<file path="src/rtl/lb_rr_arbiter.sv">
`default_nettype none
// ============================================================================
//  Module   : lb_rr_arbiter
//  Purpose  : Round-robin arbiter that shares one LBL local bus master port
//             between NREQ requesters. Each requester gets one request slot.
//             Slots are served one at a time. Reads are tracked until
//             lb_rvalid arrives or a timeout expires, and the read data is
//             then routed back to the owning requester.
//  Revision : 1.0  initial release
// ----------------------------------------------------------------------------
//  Ports
//    clk         system clock, rising edge
//    rst         synchronous active-high reset
//    req_write   per-requester single-cycle write strobe        [NREQ]
//    req_read    per-requester single-cycle read strobe         [NREQ]
//    req_addr    packed addresses, requester i at [i*ADW +: ADW]
//    req_wdata   packed write data, requester i at [i*32 +: 32]
//    req_busy    requester i has a request pending or in flight [NREQ]
//    req_rdata   shared read data, qualified by req_rvalid      [32]
//    req_rvalid  one-hot, one-cycle read completion pulse       [NREQ]
//    req_rerr    one-cycle pulse with req_rvalid on read timeout[NREQ]
//    lb_write    downstream write strobe
//    lb_read     downstream read strobe
//    lb_addr     downstream address                             [ADW]
//    lb_wdata    downstream write data                          [32]
//    lb_rdata    downstream read data                           [32]
//    lb_rvalid   downstream read data valid
//    drop_err    sticky: a strobe arrived while its requester was busy
// ============================================================================
module lb_rr_arbiter #(
    parameter int          NREQ     = 4,
    parameter int          ADW      = 20,
    parameter int          TIMEOUT  = 255,
    parameter logic [31:0] ERR_DATA = 32'hdeadbeef
) (
    input  logic                clk,
    input  logic                rst,
    input  logic [NREQ-1:0]     req_write,
    input  logic [NREQ-1:0]     req_read,
    input  logic [NREQ*ADW-1:0] req_addr,
    input  logic [NREQ*32-1:0]  req_wdata,
    output logic [NREQ-1:0]     req_busy,
    output logic [31:0]         req_rdata,
    output logic [NREQ-1:0]     req_rvalid,
    output logic [NREQ-1:0]     req_rerr,
    output logic                lb_write,
    output logic                lb_read,
    output logic [ADW-1:0]      lb_addr,
    output logic [31:0]         lb_wdata,
    input  logic [31:0]         lb_rdata,
    input  logic                lb_rvalid,
    output logic                drop_err
);

    localparam int          PTRW    = (NREQ > 1) ? $clog2(NREQ) : 1;
    // Last WAIT_RD count value before a read is abandoned.
    localparam logic [15:0] TO_LAST = 16'(TIMEOUT - 1);

    typedef enum logic [1:0] {
        IDLE    = 2'd0,
        ISSUE   = 2'd1,
        WAIT_RD = 2'd2
    } state_t;

    // ------------------------------------------------------------------
    // Request slots
    // ------------------------------------------------------------------
    logic [NREQ-1:0] pending;
    logic [NREQ-1:0] slot_wr;
    logic [ADW-1:0]  slot_addr  [NREQ];
    logic [31:0]     slot_wdata [NREQ];

    // ------------------------------------------------------------------
    // Arbitration / transaction state
    // ------------------------------------------------------------------
    state_t          state;
    logic [PTRW-1:0] ptr;
    logic [PTRW-1:0] gnt;
    logic [15:0]     cnt;

    logic            any_pend;
    logic [PTRW-1:0] pick;
    logic [PTRW:0]   scan_sum;
    logic [PTRW-1:0] scan_idx;
    logic            slot_done;
    logic [PTRW-1:0] next_ptr;
    logic [NREQ-1:0] gnt_oh;

    // busy is exactly the registered pending flag of each slot
    assign req_busy = pending;

    // ------------------------------------------------------------------
    // Round-robin pick: first pending slot at or above ptr, wrapping.
    // Scanning from the far end downward lets the nearest hit win.
    // ------------------------------------------------------------------
    always_comb begin
        any_pend = 1'b0;
        pick     = '0;
        scan_sum = '0;
        scan_idx = '0;
        for (int k = NREQ - 1; k >= 0; k--) begin
            scan_sum = {1'b0, ptr} + (PTRW + 1)'(k);
            if (scan_sum >= (PTRW + 1)'(NREQ)) begin
                scan_sum = scan_sum - (PTRW + 1)'(NREQ);
            end
            scan_idx = scan_sum[PTRW-1:0];
            if (pending[scan_idx]) begin
                any_pend = 1'b1;
                pick     = scan_idx;
            end
        end
    end

    // ------------------------------------------------------------------
    // Transaction end detection. A read answered in the strobe cycle
    // completes straight from ISSUE. In WAIT_RD, lb_rvalid has priority
    // over the timeout so a response in the final cycle is not an error.
    // ------------------------------------------------------------------
    always_comb begin
        slot_done = 1'b0;
        case (state)
            ISSUE:   slot_done = slot_wr[gnt] | lb_rvalid;
            WAIT_RD: slot_done = lb_rvalid | (cnt == TO_LAST);
            default: slot_done = 1'b0;
        endcase
    end

    assign next_ptr = (gnt == PTRW'(NREQ - 1)) ? '0 : gnt + 1'b1;
    assign gnt_oh   = NREQ'(1) << gnt;

    // ------------------------------------------------------------------
    // Slot capture and release
    // ------------------------------------------------------------------
    // A slot can never be captured and released at the same edge, because
    // release requires the slot to be pending and capture requires it not
    // to be.
    always_ff @(posedge clk) begin
        if (rst) begin
            pending  <= '0;
            slot_wr  <= '0;
            drop_err <= 1'b0;
            for (int i = 0; i < NREQ; i++) begin
                slot_addr[i]  <= '0;
                slot_wdata[i] <= '0;
            end
        end else begin
            for (int i = 0; i < NREQ; i++) begin
                if (slot_done && (gnt == PTRW'(i))) begin
                    pending[i] <= 1'b0;
                end
                if (req_write[i] || req_read[i]) begin
                    if (pending[i]) begin
                        drop_err <= 1'b1;
                    end else begin
                        pending[i]    <= 1'b1;
                        // write wins when both strobes arrive together
                        slot_wr[i]    <= req_write[i];
                        slot_addr[i]  <= req_addr[i*ADW +: ADW];
                        slot_wdata[i] <= req_wdata[i*32 +: 32];
                    end
                end
            end
        end
    end

    // ------------------------------------------------------------------
    // Downstream sequencer
    // ------------------------------------------------------------------
    always_ff @(posedge clk) begin
        if (rst) begin
            state      <= IDLE;
            ptr        <= '0;
            gnt        <= '0;
            cnt        <= '0;
            lb_write   <= 1'b0;
            lb_read    <= 1'b0;
            lb_addr    <= '0;
            lb_wdata   <= '0;
            req_rdata  <= '0;
            req_rvalid <= '0;
            req_rerr   <= '0;
        end else begin
            // strobes and completion pulses last a single cycle
            lb_write   <= 1'b0;
            lb_read    <= 1'b0;
            req_rvalid <= '0;
            req_rerr   <= '0;

            case (state)
                IDLE: begin
                    cnt <= '0;
                    if (any_pend) begin
                        gnt      <= pick;
                        lb_addr  <= slot_addr[pick];
                        lb_wdata <= slot_wdata[pick];
                        lb_write <= slot_wr[pick];
                        lb_read  <= ~slot_wr[pick];
                        state    <= ISSUE;
                    end
                end

                ISSUE: begin
                    if (slot_wr[gnt]) begin
                        ptr   <= next_ptr;
                        state <= IDLE;
                    end else if (lb_rvalid) begin
                        req_rdata  <= lb_rdata;
                        req_rvalid <= gnt_oh;
                        ptr        <= next_ptr;
                        state      <= IDLE;
                    end else begin
                        state <= WAIT_RD;
                    end
                end

                WAIT_RD: begin
                    if (lb_rvalid) begin
                        req_rdata  <= lb_rdata;
                        req_rvalid <= gnt_oh;
                        ptr        <= next_ptr;
                        cnt        <= '0;
                        state      <= IDLE;
                    end else if (cnt == TO_LAST) begin
                        req_rdata  <= ERR_DATA;
                        req_rvalid <= gnt_oh;
                        req_rerr   <= gnt_oh;
                        ptr        <= next_ptr;
                        cnt        <= '0;
                        state      <= IDLE;
                    end else begin
                        cnt <= cnt + 16'd1;
                    end
                end

                default: begin
                    state <= IDLE;
                end
            endcase
        end
    end

endmodule
`default_nettype wire

</file>
<file path="config.mk">
export PLATFORM = sky130hd
export DESIGN_NAME = lb_rr_arbiter
export DESIGN_NICKNAME = d
export VERILOG_FILES = /design/src/rtl/lb_rr_arbiter.sv
export SDC_FILE = /design/constraint.sdc
export NUM_CORES = 1
export LEC_CHECK = 0
export CAP_MARGIN = 20
export CORE_MARGIN = 2
export CORE_UTILIZATION = 35
export CTS_CLUSTER_DIAMETER = 120
export DETAILED_ROUTE_END_ITERATION = 8
export GPL_TIMING_DRIVEN = 0
export PLACE_DENSITY = 0.69
export SETUP_SLACK_MARGIN = 0.1
export SLEW_MARGIN = 15
export SYNTH_ARGS = -nofsm -noshare
export SYNTH_HDL_FRONTEND = slang
export SYNTH_SLANG_ARGS = --single-unit
</file>
<file path="constraint.sdc">
create_clock -name clk -period 14.2 [get_ports clk]
set_clock_uncertainty 0.05 [all_clocks]
set_input_delay 2.84 -clock clk [delete_from_list [all_inputs] [get_ports clk]]
set_output_delay 2.84 -clock clk [all_outputs]
set_load 0.05 [all_outputs]
</file>
==> results.sh <==
export IMPL_ir_drop_v=0.00008386
export IMPL_yosys_most_used_dff="edfxtp_1"
export IMPL_synth_top_family_by_area="simple AND/OR/NAND/NOR gates"
export IMPL_critPathLaunchType="flip-flop"
export IMPL_ys_async_sr_fraction=0
export IMPL_clkLatencyLatePin_ns=0.53
export IMPL_synthDistinctLibCells=50
export IMPL_slew_limit_headroom=0.3717
export IMPL_critPathMaxStageDelay_ns=0.91
export IMPL_synthXorXnorAreaFrac=0.0006423
export IMPL_gp_congestion=0.8048
export IMPL_synth_seq_cells=333
export IMPL_final_cell_mix="348 x clkdlybuf4s50_1, 219 x and2_1, 208 x edfxtp_1"
export IMPL_drive_gt1_frac=0.06862
export IMPL_grt_overflow=0
export IMPL_syn2layout_area_growth_pct=41.91
export IMPL_finalCriticalPeriod_ns=4.907
export IMPL_clock_fmax_mhz=203.8
export IMPL_antenna_found_initial=7
export IMPL_rsz0062_at_grt="false"
export IMPL_fin_util=0.5019
export IMPL_grt_pass1_wl_mm=63.58
export IMPL_place_hpwl_mm=31.35
export IMPL_grt_pass1_vias=10370
export IMPL_report_final_hold_viol_count=0
export IMPL_dp_cells=1949
export IMPL_drt_pass1_iter_count=5
export IMPL_final_max_slew_viol_count=0
export IMPL_ant_nets=0
export IMPL_synth_edf_count=208
export IMPL_ys_warnings_count=0
export IMPL_synth_cell_area_um2=13640
export IMPL_die_y_um=201.4
export IMPL_hold_buffers=0
export IMPL_numCtsBuffers=38
export IMPL_setup_tns_ns=0
export IMPL_syn_inst=1069
export IMPL_cts_sinks=333
export IMPL_die_area_um2=40560
export IMPL_status="finished, final reports clean"
export IMPL_syn_area_per_cell_um2=12.76
export IMPL_via_per_inst=4.954
export IMPL_post_cts_buffers=0
export IMPL_final_nets=1731
export IMPL_core_um2=38560
export IMPL_die_w_um=201.4
export IMPL_fin_cells=2026
export IMPL_post_route_period_util=0.3456
export IMPL_cts_resized=0
export IMPL_clk_pin_slew_ns=0.06
export IMPL_synth_compound_area_frac=0.08340
export IMPL_cts_buffer_depth=3
export IMPL_setup_viol=0
export IMPL_path_cells="clkdlybuf4s50_1"
export IMPL_required_ns=11.31
export IMPL_synth_seq_area_share=0.6415
export IMPL_cap_violations=0
export IMPL_worstSetupPathType="reg -> out"
export IMPL_cp_slowest_cell="clkdlybuf4s50_1"
export IMPL_start_util=0.3537
export IMPL_tightest_slew_ns=0.9424
export IMPL_drc=0
export IMPL_path_delay_family="buffers and inverters"
export IMPL_port_buffers=348
export IMPL_synth_fa_ha_area_frac=0.008258
export IMPL_hold_path_class="reg -> reg"
export IMPL_num_vias=10040
export IMPL_path_buf_inv=1
export IMPL_crit_path_max_fanout=9
export IMPL_drt_wirelength_per_cell_um=21.24
export IMPL_crit_arrival_ns=2.02
export IMPL_grt_max_degree=22
export IMPL_grt_total_usage=0.2080
export IMPL_leakage_nw=7.169
export IMPL_drt_iter0_markers=508
export IMPL_end_kind="output pin"
export IMPL_syn_nets=1329
export IMPL_routed_wl_mm=43.03
export IMPL_p_per_area_nw_per_um2=155.3
export IMPL_cts_root_buf="clkbuf_16"
export IMPL_cts_tree="yes"
export IMPL_synth_area_mux_share=0.08267
export IMPL_rows=72
export IMPL_yosys_area_share_simple=0.1573
export IMPL_fillCellCount=3486
export IMPL_final_common_cell="clkdlybuf4s50_1"
export IMPL_pin_count=350
export IMPL_cts_max_level=2
-- power by group --
group	internal, mW	leakage, nW	total [mW]	switching, mW
Sequential	1.18	3.30	1.23	0.0558
Combinational	0.307	3.26	0.795	0.488
Clock	0.587	0.607	0.976	0.389
Total	2.07	7.17	3.00	0.932
-- kinds of logic (layout without fill, tap and decap cells) --
kind of cell / after synthesis / in the layout
muxes: 110 / 110
DFF: 333 / 333
buffers and inverters: 87 / 519
other: 0 / 7
AOI/OAI and AO/OA: 144 / 144
and+or+nand+nor: 385 / 385
adders and majority gates: 9 / 9
xor gates and xnor gates: 1 / 1
-- cell type report --
type / count / area [um2] / share of cell area
Timing Repair Buffer: 362 / 3742 / 0.1934
Clock buffer: 57 / 1129 / 0.05832
Inverter: 20 / 75.07 / 0.003879
Antenna cell: 7 / 17.52 / 0.0009052
Multi-Input combinational cell: 649 / 4596 / 0.2375
Sequential cell: 333 / 8748 / 0.4521
Buffer: 67 / 282.8 / 0.01461
Tap cell: 518 / 648.1 / 0.03349
Clock inverter: 13 / 113.9 / 0.005883
-- cells in the mapped netlist, drive strengths merged, types with 8 or more instances --
cell	instances	area [um2]
edfxtp	208	6246
inv	20	75.07
nor2	30	112.6
mux2i	107	1071
and2	219	1370
o21ai	30	150.1
buf	18	98.84
clkbuf	49	183.9
o221a	24	270.3
a21oi	12	60.06
nor3	19	95.09
nand2	77	289.0
ha	9	112.6
o221ai	52	455.4
a22oi	8	60.06
nand3	8	40.04
dfxtp	125	2502
-- per-layer routing --
metal | routed length [um] | vias to the layer above | GRT usage
met2 | 21100 | 349 | 0.3544
met4 | 1126 | 0 | 0.06985
met5 | 0 | - | 0
met1 | 18170 | 4914 | 0.2638
li1 | - | 4710 | -
met3 | 2632 | 63 | 0.04244
-- registers in the layout (all words and copies together), names as in the netlist, 16 cells and up --
register / count
lb_wdata: 32
req_rdata: 32
lb_addr: 20
cnt: 16
slot_addr: 80
slot_wdata: 128
-- metrics by stage --
step	hold slack, ns	cell area, um2	setup WS (ns)	power (mW)
global route	0.4297	19350	9.239	3.122
global placement	0.3925	17770	2.756	2.038
CTS	0.4111	19330	9.277	3.033
finish	0.4121	19350	9.293	3.005
floorplan	0.3991	13640	7.026	1.715
detailed placement	0.3982	18090	8.943	2.055
-- final timing paths --
path	to	from	depth (start not counted)	slack (ns)
hold reg to reg	lb_addr[6]	lb_addr[6]	2	0.41
hold / removal	lb_addr[6]	lb_addr[6]	2	0.41
setup / recovery	req_busy[1]	req_busy[1]	1	9.29
setup reg to reg	lb_addr[18]	req_busy[0]	7	11.01
No activity file was read; power rests on OpenSTA's default activity.
